### config.mk
export PLATFORM = sky130hd
export DESIGN_NAME = mul_rr_arbiter
export DESIGN_NICKNAME = d
export VERILOG_FILES = /design/src/rtl/mul_rr_arbiter.sv
export SDC_FILE = /design/constraint.sdc
export NUM_CORES = 1
export LEC_CHECK = 0
export BUFFER_PORTS_ARGS = -buffer_cell sky130_fd_sc_hd__buf_2
export CORE_UTILIZATION = 45
export CTS_CLUSTER_DIAMETER = 200
export DETAILED_ROUTE_END_ITERATION = 10
export GPL_ROUTABILITY_DRIVEN = 0
export MAX_ROUTING_LAYER = met4
export SLEW_MARGIN = 20
export SYNTH_ARGS = -nofsm -noshare
export SYNTH_HDL_FRONTEND = slang
export SYNTH_SLANG_ARGS = --single-unit
### constraint.sdc
create_clock -name clk -period 7.51 [get_ports clk]
set_clock_uncertainty 0.05 [all_clocks]
set_input_delay 0.751 -clock clk [delete_from_list [all_inputs] [get_ports clk]]
set_output_delay 0.751 -clock clk [all_outputs]
set_load 0.05 [all_outputs]
### src/rtl/mul_rr_arbiter.sv
// mul_rr_arbiter
//   Shares one pipelined W x W unsigned multiplier between NREQ requesters.
//   A round-robin arbiter accepts at most one operand pair per cycle; the
//   low W bits of the product come back LAT cycles after the accepting edge,
//   tagged one-hot with the requester that issued it. Ordering is FIFO.
//
// Ports
//   clk         in   1       clock, all state on rising edge
//   rst_n       in   1       asynchronous active-low reset
//   flush       in   1       synchronous drop of all in-flight ops, rr pointer -> 0
//   req_valid   in   NREQ    per-requester operand valid
//   req_ready   out  NREQ    one-hot grant (combinational), 0 in reset or flush
//   req_a       in   NREQ*W  operand A, requester i at [i*W +: W]
//   req_b       in   NREQ*W  operand B, requester i at [i*W +: W]
//   resp_valid  out  NREQ    one-hot result strobe, single-cycle pulse
//   resp_data   out  W       (a*b)[W-1:0], holds last value when resp_valid=0
//   busy        out  1       any op held in a pipeline stage

module mul_rr_arbiter #(
    parameter int unsigned NREQ = 2,
    parameter int unsigned W    = 32,
    parameter int unsigned LAT  = 2
) (
    input  logic              clk,
    input  logic              rst_n,
    input  logic              flush,
    input  logic [NREQ-1:0]   req_valid,
    output logic [NREQ-1:0]   req_ready,
    input  logic [NREQ*W-1:0] req_a,
    input  logic [NREQ*W-1:0] req_b,
    output logic [NREQ-1:0]   resp_valid,
    output logic [W-1:0]      resp_data,
    output logic              busy
);

    localparam int unsigned IdxW = (NREQ > 1) ? $clog2(NREQ) : 1;

    // ------------------------------------------------------------------
    // Operand unpacking
    // ------------------------------------------------------------------
    logic [W-1:0] w_a_arr [NREQ];
    logic [W-1:0] w_b_arr [NREQ];

    for (genvar i = 0; i < NREQ; i++) begin : g_unpack
        assign w_a_arr[i] = req_a[i*W +: W];
        assign w_b_arr[i] = req_b[i*W +: W];
    end

    // ------------------------------------------------------------------
    // Round-robin arbiter
    // ------------------------------------------------------------------
    logic [IdxW-1:0] r_rr_ptr;
    logic [IdxW-1:0] w_grant_idx;
    logic [IdxW-1:0] w_next_ptr;
    logic [NREQ-1:0] w_grant_onehot;
    logic            w_any;
    logic            w_issue;

    // Scan rr_ptr, rr_ptr+1, ... (mod NREQ); the first valid requester wins.
    always_comb begin
        int unsigned     v_idx;
        logic [IdxW-1:0] v_cand;
        v_idx       = 0;
        v_cand      = '0;
        w_any       = 1'b0;
        w_grant_idx = '0;
        for (int unsigned k = 0; k < NREQ; k++) begin
            v_idx  = (32'(r_rr_ptr) + k) % NREQ;
            v_cand = IdxW'(v_idx);
            if (!w_any && req_valid[v_cand]) begin
                w_any       = 1'b1;
                w_grant_idx = v_cand;
            end
        end
    end

    assign w_grant_onehot = NREQ'(1) << w_grant_idx;

    // Grant is independent of pipeline state: the pipe takes one op per cycle.
    assign req_ready = (rst_n && !flush && w_any) ? w_grant_onehot : '0;
    assign w_issue   = |req_ready;

    assign w_next_ptr = (w_grant_idx == IdxW'(NREQ - 1)) ? '0 : w_grant_idx + 1'b1;

    always_ff @(posedge clk or negedge rst_n) begin
        if (!rst_n) begin
            r_rr_ptr <= '0;
        end else if (flush) begin
            r_rr_ptr <= '0;
        end else if (w_issue) begin
            r_rr_ptr <= w_next_ptr;
        end
    end

    // ------------------------------------------------------------------
    // Pipeline control: one-hot tag per stage, all-zero means empty
    // ------------------------------------------------------------------
    logic [NREQ-1:0] r_stage_tag [LAT];

    always_ff @(posedge clk or negedge rst_n) begin
        if (!rst_n) begin
            for (int s = 0; s < LAT; s++) begin
                r_stage_tag[s] <= '0;
            end
        end else if (flush) begin
            for (int s = 0; s < LAT; s++) begin
                r_stage_tag[s] <= '0;
            end
        end else begin
            r_stage_tag[0] <= req_ready;
            for (int s = 1; s < LAT; s++) begin
                r_stage_tag[s] <= r_stage_tag[s-1];
            end
        end
    end

    always_comb begin
        busy = 1'b0;
        for (int s = 0; s < LAT; s++) begin
            busy = busy | (|r_stage_tag[s]);
        end
    end

    // ------------------------------------------------------------------
    // Datapath: stage 0 holds operands, later stages hold the product
    // ------------------------------------------------------------------
    logic [W-1:0] r_op_a;
    logic [W-1:0] r_op_b;
    logic [W-1:0] w_prod_lo;
    logic [W-1:0] w_stage_prod [LAT];

    always_ff @(posedge clk or negedge rst_n) begin
        if (!rst_n) begin
            r_op_a <= '0;
            r_op_b <= '0;
        end else if (w_issue) begin
            r_op_a <= w_a_arr[w_grant_idx];
            r_op_b <= w_b_arr[w_grant_idx];
        end
    end

    // Multiply at the full 2W width, then keep the low W bits.
    assign w_prod_lo = W'({{W{1'b0}}, r_op_a} * {{W{1'b0}}, r_op_b});

    assign w_stage_prod[0] = w_prod_lo;

    for (genvar s = 1; s < LAT; s++) begin : g_prod_stage
        logic [W-1:0] r_prod;

        always_ff @(posedge clk or negedge rst_n) begin
            if (!rst_n) begin
                r_prod <= '0;
            end else if (|r_stage_tag[s-1]) begin
                r_prod <= w_stage_prod[s-1];
            end
        end

        assign w_stage_prod[s] = r_prod;
    end

    // ------------------------------------------------------------------
    // Response register
    // ------------------------------------------------------------------
    logic [NREQ-1:0] r_resp_valid;
    logic [W-1:0]    r_resp_data;

    always_ff @(posedge clk or negedge rst_n) begin
        if (!rst_n) begin
            r_resp_valid <= '0;
            r_resp_data  <= '0;
        end else begin
            // A flush also kills the op that would retire on the same edge.
            r_resp_valid <= flush ? '0 : r_stage_tag[LAT-1];
            if (!flush && (|r_stage_tag[LAT-1])) begin
                r_resp_data <= w_stage_prod[LAT-1];
            end
        end
    end

    assign resp_valid = r_resp_valid;
    assign resp_data  = r_resp_data;

    // ------------------------------------------------------------------
    // Assertions
    // ------------------------------------------------------------------
    a_ready_onehot0: assert property (@(posedge clk) disable iff (!rst_n)
        $onehot0(req_ready));

    a_resp_onehot0: assert property (@(posedge clk) disable iff (!rst_n)
        $onehot0(resp_valid));

endmodule
After elaboration in Yosys (flattened, before gate mapping)
Index checks and enable logic that the tools add are counted.
- output and inout bits: 37
- bits in read-only memories: 0
- bits of input ports: 133
- bits in latches: 0
- bits in writable memories: 0
- memories: 0
- register bits after elaboration: 135
- multiplexer cells: 20
- eq/ne operators: 0
- divide/modulo/power cells: 0
- $add $sub $neg: 2
- multipliers: 1
- bitwise gates (word level): 2
- $lt $le $gt $ge: 3
- shifts and indexed selects: 1
- reductions and logical operators: 10
- operators by type and width (cell ; count):
    $mux 32 ; 6
    $mul 32x32->32 ; 1
    $mux 1 ; 11
    $reduce_or 2->1 ; 3
    $logic_and 1x1->1 ; 4
    $lt 1x2->1 const B ; 2
    $mux 2 ; 2
    $mux 4 ; 1
    $add 1x1->1 const B ; 2
    $ge 2x2->1 const B ; 1
    $logic_not 1->1 ; 2
    $not 1->2 ; 1
    $reduce_bool 2->1 ; 1
    $shl 1x1->2 const A ; 1
    $or 1x1->1 ; 1

Logic depth before layout (Yosys ltp)
Gate-level depths: netlist (run 1).
- word-level depth: 11
- mapped depth: 27

Worst setup path before layout (run 1)
OpenSTA, ideal clock, no wires.
- path kind: reg2reg
- from: register r_op_a[13]
- to: register g_prod_stage[1].r_prod[29]
- data arrival time: 6.572 ns
- cell stages (with the launch flop): 25
- buffers on the path: 2
- library setup time: 0.095 ns
- setup slack: 0.793 ns
- cell sequence: dfrtp_1 -> clkbuf_1 -> clkbuf_1 -> and2_1 -> fa_1 -> fa_1 -> fa_1 -> inv_1 -> fa_1 -> inv_1 -> fa_1 -> inv_1 -> fa_1 -> inv_1 -> fa_1 -> fa_1 -> ha_1 -> a21o_2 -> a31oi_1 -> o21ai_0 -> nor2_1 -> a21oi_1 -> o31a_1 -> o21a_1 -> o31ai_1
- longest elaborated chain between the ends: 1
- ends and longest elaborated chain (item ; RTL line ; RTL):
    start, declared ; 127 ; logic [W-1:0] r_op_a;
    start signal, assigned ; 137 ; r_op_a <= w_a_arr[w_grant_idx];
    $mul 32x32->32 ; 143 ; assign w_prod_lo = W'({{W{1'b0}}, r_op_a} * {{W{1'b0}}, r_op_b});
    end signal, assigned ; 154 ; r_prod <= w_stage_prod[s-1];
    end, declared ; 148 ; logic [W-1:0] r_prod;
No other way between the ends.
A chain may end at the register's enable or synchronous reset.

Worst setup path in the final report (run 1)
- from: register r_op_a[21]
- to: register g_prod_stage[1].r_prod[31]
The elaborated chain is that of the path after synthesis.

==> results of run 1 <==
Yosys cell counts (10+ instances only):
cell and number:
nor2_1 25, mux2_2 32, nand2_1 280, xor2_1 16, mux2i_1 64, dfrtp_1 135
and2_1 359, xnor2_1 59, ha_1 123, o21ai_0 80, fa_1 408, nor3_1 10
a21oi_1 22, inv_1 377, clkbuf_1 113
routing by layer:
metal / routed length (µm) / global-route usage [%] / vias up
met5: 0 / - / -
met4: 1572 / 8.046 / 0
met3: 2686 / 4.362 / 70
met2: 25820 / 38.78 / 413
met1: 24620 / 33.19 / 7673
li1: - / - / 6916
kinds of logic (layout without fill, tap and decap cells):
group                      Yosys count  in the layout
and+or+nand+nor                    714            714
xor gates and xnor gates            76             76
AOI/OAI and AO/OA                  164            164
DFF                                135            135
buffers and inverters              496            624
other                                0              2
muxes                               96             96
adders and majority gates          531            531
final cells by class:
cell class / instances / area (µm²)
Antenna cell: 2 / 5.005
Clock buffer: 17 / 425.4
Clock inverter: 15 / 163.9
Fill cell: 4371 / 23130
Inverter: 377 / 1415
Multi-Input combinational cell: 1581 / 16130
Sequential cell: 135 / 3398
Tap cell: 607 / 759.5
Timing Repair Buffer: 215 / 1222
sequential cells by signal (all words and copies together) (netlist names):
| register | count |
|---|---|
| r_rr_ptr | 1 |
| r_op_b | 32 |
| resp_valid | 2 |
| resp_data | 32 |
| r_op_a | 32 |
| r_stage_tag | 4 |
| g_prod_stage.r_prod | 32 |
final timing paths:
kind,start,endpoint,cells past startpoint,slack [ns]
hold / removal,rst_n,resp_data[4],1,0.23
max in group asynchronous,rst_n,r_op_a[14],2,5.78
min in group clk,g_prod_stage[1].r_prod[3],g_prod_stage[1].r_prod[3],2,0.42
hold reg to reg,g_prod_stage[1].r_prod[3],g_prod_stage[1].r_prod[3],2,0.42
setup / recovery,r_op_a[21],g_prod_stage[1].r_prod[31],21,0.36
setup reg to reg,r_op_a[21],g_prod_stage[1].r_prod[31],21,0.36
metrics by stage:
stage                     setup WS [ns]  hold slack (ns)
final                            0.3585           0.2309
after global routing            0.04942           0.2774
after CTS                     0.0005125           0.2228
after detailed placement        0.01167           0.4060
after global placement           0.2239           0.4018
after floorplan                  0.7928           0.3848
worst max-delay path, stage by stage (launching register included):
cell       delay (ns)
dfrtp_1          0.55
and2_1           0.27
fa_1             0.54
inv_1            0.06
fa_1             0.49
fa_1             0.49
fa_1             0.56
inv_1            0.05
fa_1             0.48
fa_1             0.51
fa_1             0.51
inv_1            0.05
fa_1             0.50
inv_1            0.05
ha_1             0.40
nand4_1          0.16
nor2_1           0.22
o2111ai_1        0.25
a21oi_2          0.28
nor3_1           0.10
o31a_1           0.30
o31ai_1          0.18
timing repair:
item	4_1_cts	5_1_grt
hold buffers	0	0
buffers inserted	0	0
gates resized for setup	0	17
setup endpoints to repair	0	4
endpoints found under the hold margin	0	0
==> flow_summary.ini, run 1 <==
[outcome]
status = finished clean

[timing]
final_max_slew_viol_count = 0
rsz0062_at_grt = false
fmax_ghz = 0.1398
slew_headroom_pct = 25.47
setup_viol = 0
setup_tns_ns = 0
period_needed_ns = 7.152
hold_viol = 0
fin_crit_sh_pct = 95.23
worst_pin_slew_ns = 1.118

[cts]
cts_tree = yes
clockRootBuffer = clkbuf_16
clkLatencyLatePin_ns = 0.47
cts.path.max_buffers = 2
clk_pin_slew_worst_paths_ns = 0.06
cts_max_level = 4
cts_buffers = 17
cts_sinks = 135

[global_routing]
grt_pass1_vias = 15959
grt_antenna_before_repair = 2
grt_pass1_wl_um = 87940
grt-ovfl-total = 0
grt_max_degree = 101
grt_use_total_pct = 24.95

[route]
drc = 0
drt-initial-drc-count = 808
viasPerCell = 5.111
finalWirelength_um = 54700
vias = 15072
wire_per_inst_um = 18.55
dr.pass1.iters = 5
ant_nets = 0

[finish]
instances_no_fill = 2949
layout_commonest_cell = fa_1
finalNetCount = 2991
final_util_pct = 50.41
drive_gt1_share_pct = 13.21
final_area_um2 = 23520
area_growth_pct = 10.14
layout_common_cells = fa_1 (408), inv_1 (377), and2_1 (359), nand2_1 (279), buf_2 (168)

[placed_design]
dpl_cell_area_um2 = 22900
port_buffers = 169
dp_cells = 2915
hpwl_um = 44190

[synth]
avgSynthCellArea_um2 = 9.654
synthCells = 2212
synth_top_area_cell = fa_1
async_flop_share_pct = 100.0
ys_ff_latch = 135
yosys_most_used_dff = dfrtp_1
synth_mux_area_share_pct = 4.687
synth.area.top_cells = fa_1 (38%), dfrtp_1 (16%), and2_1 (11%)
syn_nets = 2876
yosys.area_share.adder_pct = 45.45
ys_seq_area_share_pct = 15.82
synthDistinctLibCells = 58
syn_area_um2 = 21360
yosys.area_share.simple_pct = 17.40
synth_top_family_by_area = adder cells
synth-compound-area-share_pct = 4.693
synth_top_area_share_pct = 38.25
synth_xor_area_share_pct = 3.181
synth_edf_count = 0
yosys_warnings = 0

[setup_path]
cp_max_fo = 12
end_kind = flop
crit_type = flop to flop
crit_arrival_ns = 7.48
required_ns = 7.84
cp-start-kind = flop

[die]
dieWidth_um = 219.8
dieArea_um2 = 48330
ios = 170
core_area_um2 = 46650
initial_utilization_pct = 45.77
die_h_um = 219.8
placementRows = 79

[job]
maxCapViolCount = 0

[min_path]
hp-class = primary input to async pin
Power of run 1 is not shown: default switching activity piles up to over one toggle a cycle in this logic, so the estimate is an artifact.
==> run 2: changes to the inputs <==
Settings changed: SETUP_SLACK_MARGIN set to 0.4.
==> flow_summary.ini, run 2 (synthesis gave the netlist of run 1 again) <==
[timing]
setup_tns_ns = 0
setup_viol = 0
worst_pin_slew_ns = 1.067
fin_hold_ws_ns = 0.2288
hold_viol = 0
slew_headroom_pct = 28.59
fmax_ghz = 0.1436
period_needed_ns = 6.966
rsz0062_at_grt = true
fin_crit_sh_pct = 92.75
final_max_slew_viol_count = 0

[setup_path]
end_kind = flop
cp-start-kind = flop
required_ns = 7.85
crit_arrival_ns = 7.30
crit_type = flop to flop
cp_max_fo = 10

[route]
dr.pass1.iters = 5
drc = 0
vias = 15308
finalWirelength_um = 55970
ant_nets = 0
viasPerCell = 5.128
wire_per_inst_um = 18.75
drt-initial-drc-count = 889

[die]
core_area_um2 = 46650
die_h_um = 219.8
initial_utilization_pct = 45.77
dieWidth_um = 219.8
ios = 170
placementRows = 79
dieArea_um2 = 48330

[finish]
area_growth_pct = 12.21
register_area_um2 = 3445
layout_common_cells = fa_1 (406), inv_1 (377), and2_1 (359), nand2_1 (279), buf_2 (168)
finalNetCount = 3026
multi_input_area_um2 = 16220
layout_commonest_cell = fa_1
drive_gt1_share_pct = 15.96
n_fill_cell = 4329

[global_routing]
grt_antenna_before_repair = 3
grt_pass1_wl_um = 87980
grt-ovfl-total = 0
grt_max_degree = 101
grt_use_total_pct = 24.96
grt_pass1_vias = 15978

[cts]
cts_max_level = 4
cts_buffers = 17
clk_pin_slew_worst_paths_ns = 0.06
cts_tree = yes
clockRootBuffer = clkbuf_16
cts_hold_buffers = 0
clkLatencyLatePin_ns = 0.47
cts_sinks = 135
cts.path.max_buffers = 2

[placed_design]
hpwl_um = 44190
port_buffers = 169

[min_path]
hp-class = primary input to async pin

[job]
maxCapViolCount = 0

[outcome]
status = finished clean
-- run 2: changes by cell type in the layout (fill, tap and decap cells not counted), moves of 3 or more --
| cell | previous run | this run |
|---|---|---|
| buf_12 | 2 | 5 |
| dfrtp_4 | 0 | 10 |
| ha_2 | 0 | 6 |
| ha_1 | 123 | 115 |
| dfrtp_1 | 119 | 102 |
| buf_4 | 44 | 74 |
| dfrtp_2 | 16 | 23 |
-- run 2: layout make-up --
class / instances / share of cell area (%)
Tap cell: 607 / 3.169
Clock inverter: 15 / 0.6840
Timing Repair Buffer: 250 / 6.386
Antenna cell: 3 / 0.03133
Inverter: 377 / 5.905
Sequential cell: 135 / 14.37
Clock buffer: 17 / 1.775
Multi-Input combinational cell: 1581 / 67.67
-- run 2: routing by layer --
layer / vias up / GRT usage [%] / part of all wire [%]
met3: 69 / 4.375 / 5.7
met1: 7802 / 33.14 / 44
met2: 458 / 38.84 / 47
met5: - / - / 0
met4: 0 / 8.115 / 2.8
li1: 6979 / - / -
-- run 2: critical path: stages (launching register included) --
cell	delay [ns]
dfrtp_4	0.54
and2_1	0.20
fa_1	0.53
inv_1	0.05
fa_1	0.52
fa_2	0.50
fa_1	0.55
inv_1	0.05
fa_1	0.49
inv_1	0.06
fa_1	0.53
inv_1	0.05
fa_1	0.47
fa_1	0.55
ha_4	0.23
a21o_2	0.23
a31oi_1	0.19
o21ai_0	0.11
nor2_1	0.21
a21oi_2	0.11
o31a_1	0.30
o21a_1	0.18
o31ai_2	0.20
-- run 2: worst paths after layout --
kind | end | slack (ns) | cells past startpoint | startpoint
hold / removal | resp_data[4] | 0.23 | 1 | rst_n
hold reg to reg | g_prod_stage[1].r_prod[3] | 0.42 | 2 | g_prod_stage[1].r_prod[3]
setup reg to reg | g_prod_stage[1].r_prod[29] | 0.54 | 22 | r_op_a[16]
setup / recovery | g_prod_stage[1].r_prod[29] | 0.54 | 22 | r_op_a[16]
min in group clk | g_prod_stage[1].r_prod[3] | 0.42 | 2 | g_prod_stage[1].r_prod[3]
max in group asynchronous | r_op_a[11] | 5.74 | 2 | rst_n
-- run 2: stage by stage --
| stage | instances | util, % | worst slack (ns) | instance area [µm²] |
|---|---|---|---|---|
| 3_5_place_dp | 2915 | 49.09 | 0.01167 | 22900 |
| 2_1_floorplan | 2212 | - | 0.7928 | 21360 |
| 3_3_place_gp | 2915 | 49.09 | 0.2239 | 22900 |
| 5_1_grt | 2984 | 51.36 | 0.3440 | 23960 |
| 6_report | 2985 | 51.36 | 0.5443 | 23960 |
| 4_1_cts | 2947 | 50.43 | 0.4078 | 23530 |
-- run 2: what timing repair did --
item                                    CTS  global route
pin swaps                                 0            11
resized for setup                        27            38
buffers inserted                          0            35
endpoints found under the setup margin    5            10
gates cloned                              0             0
Power of run 2 is left out for the same reason.
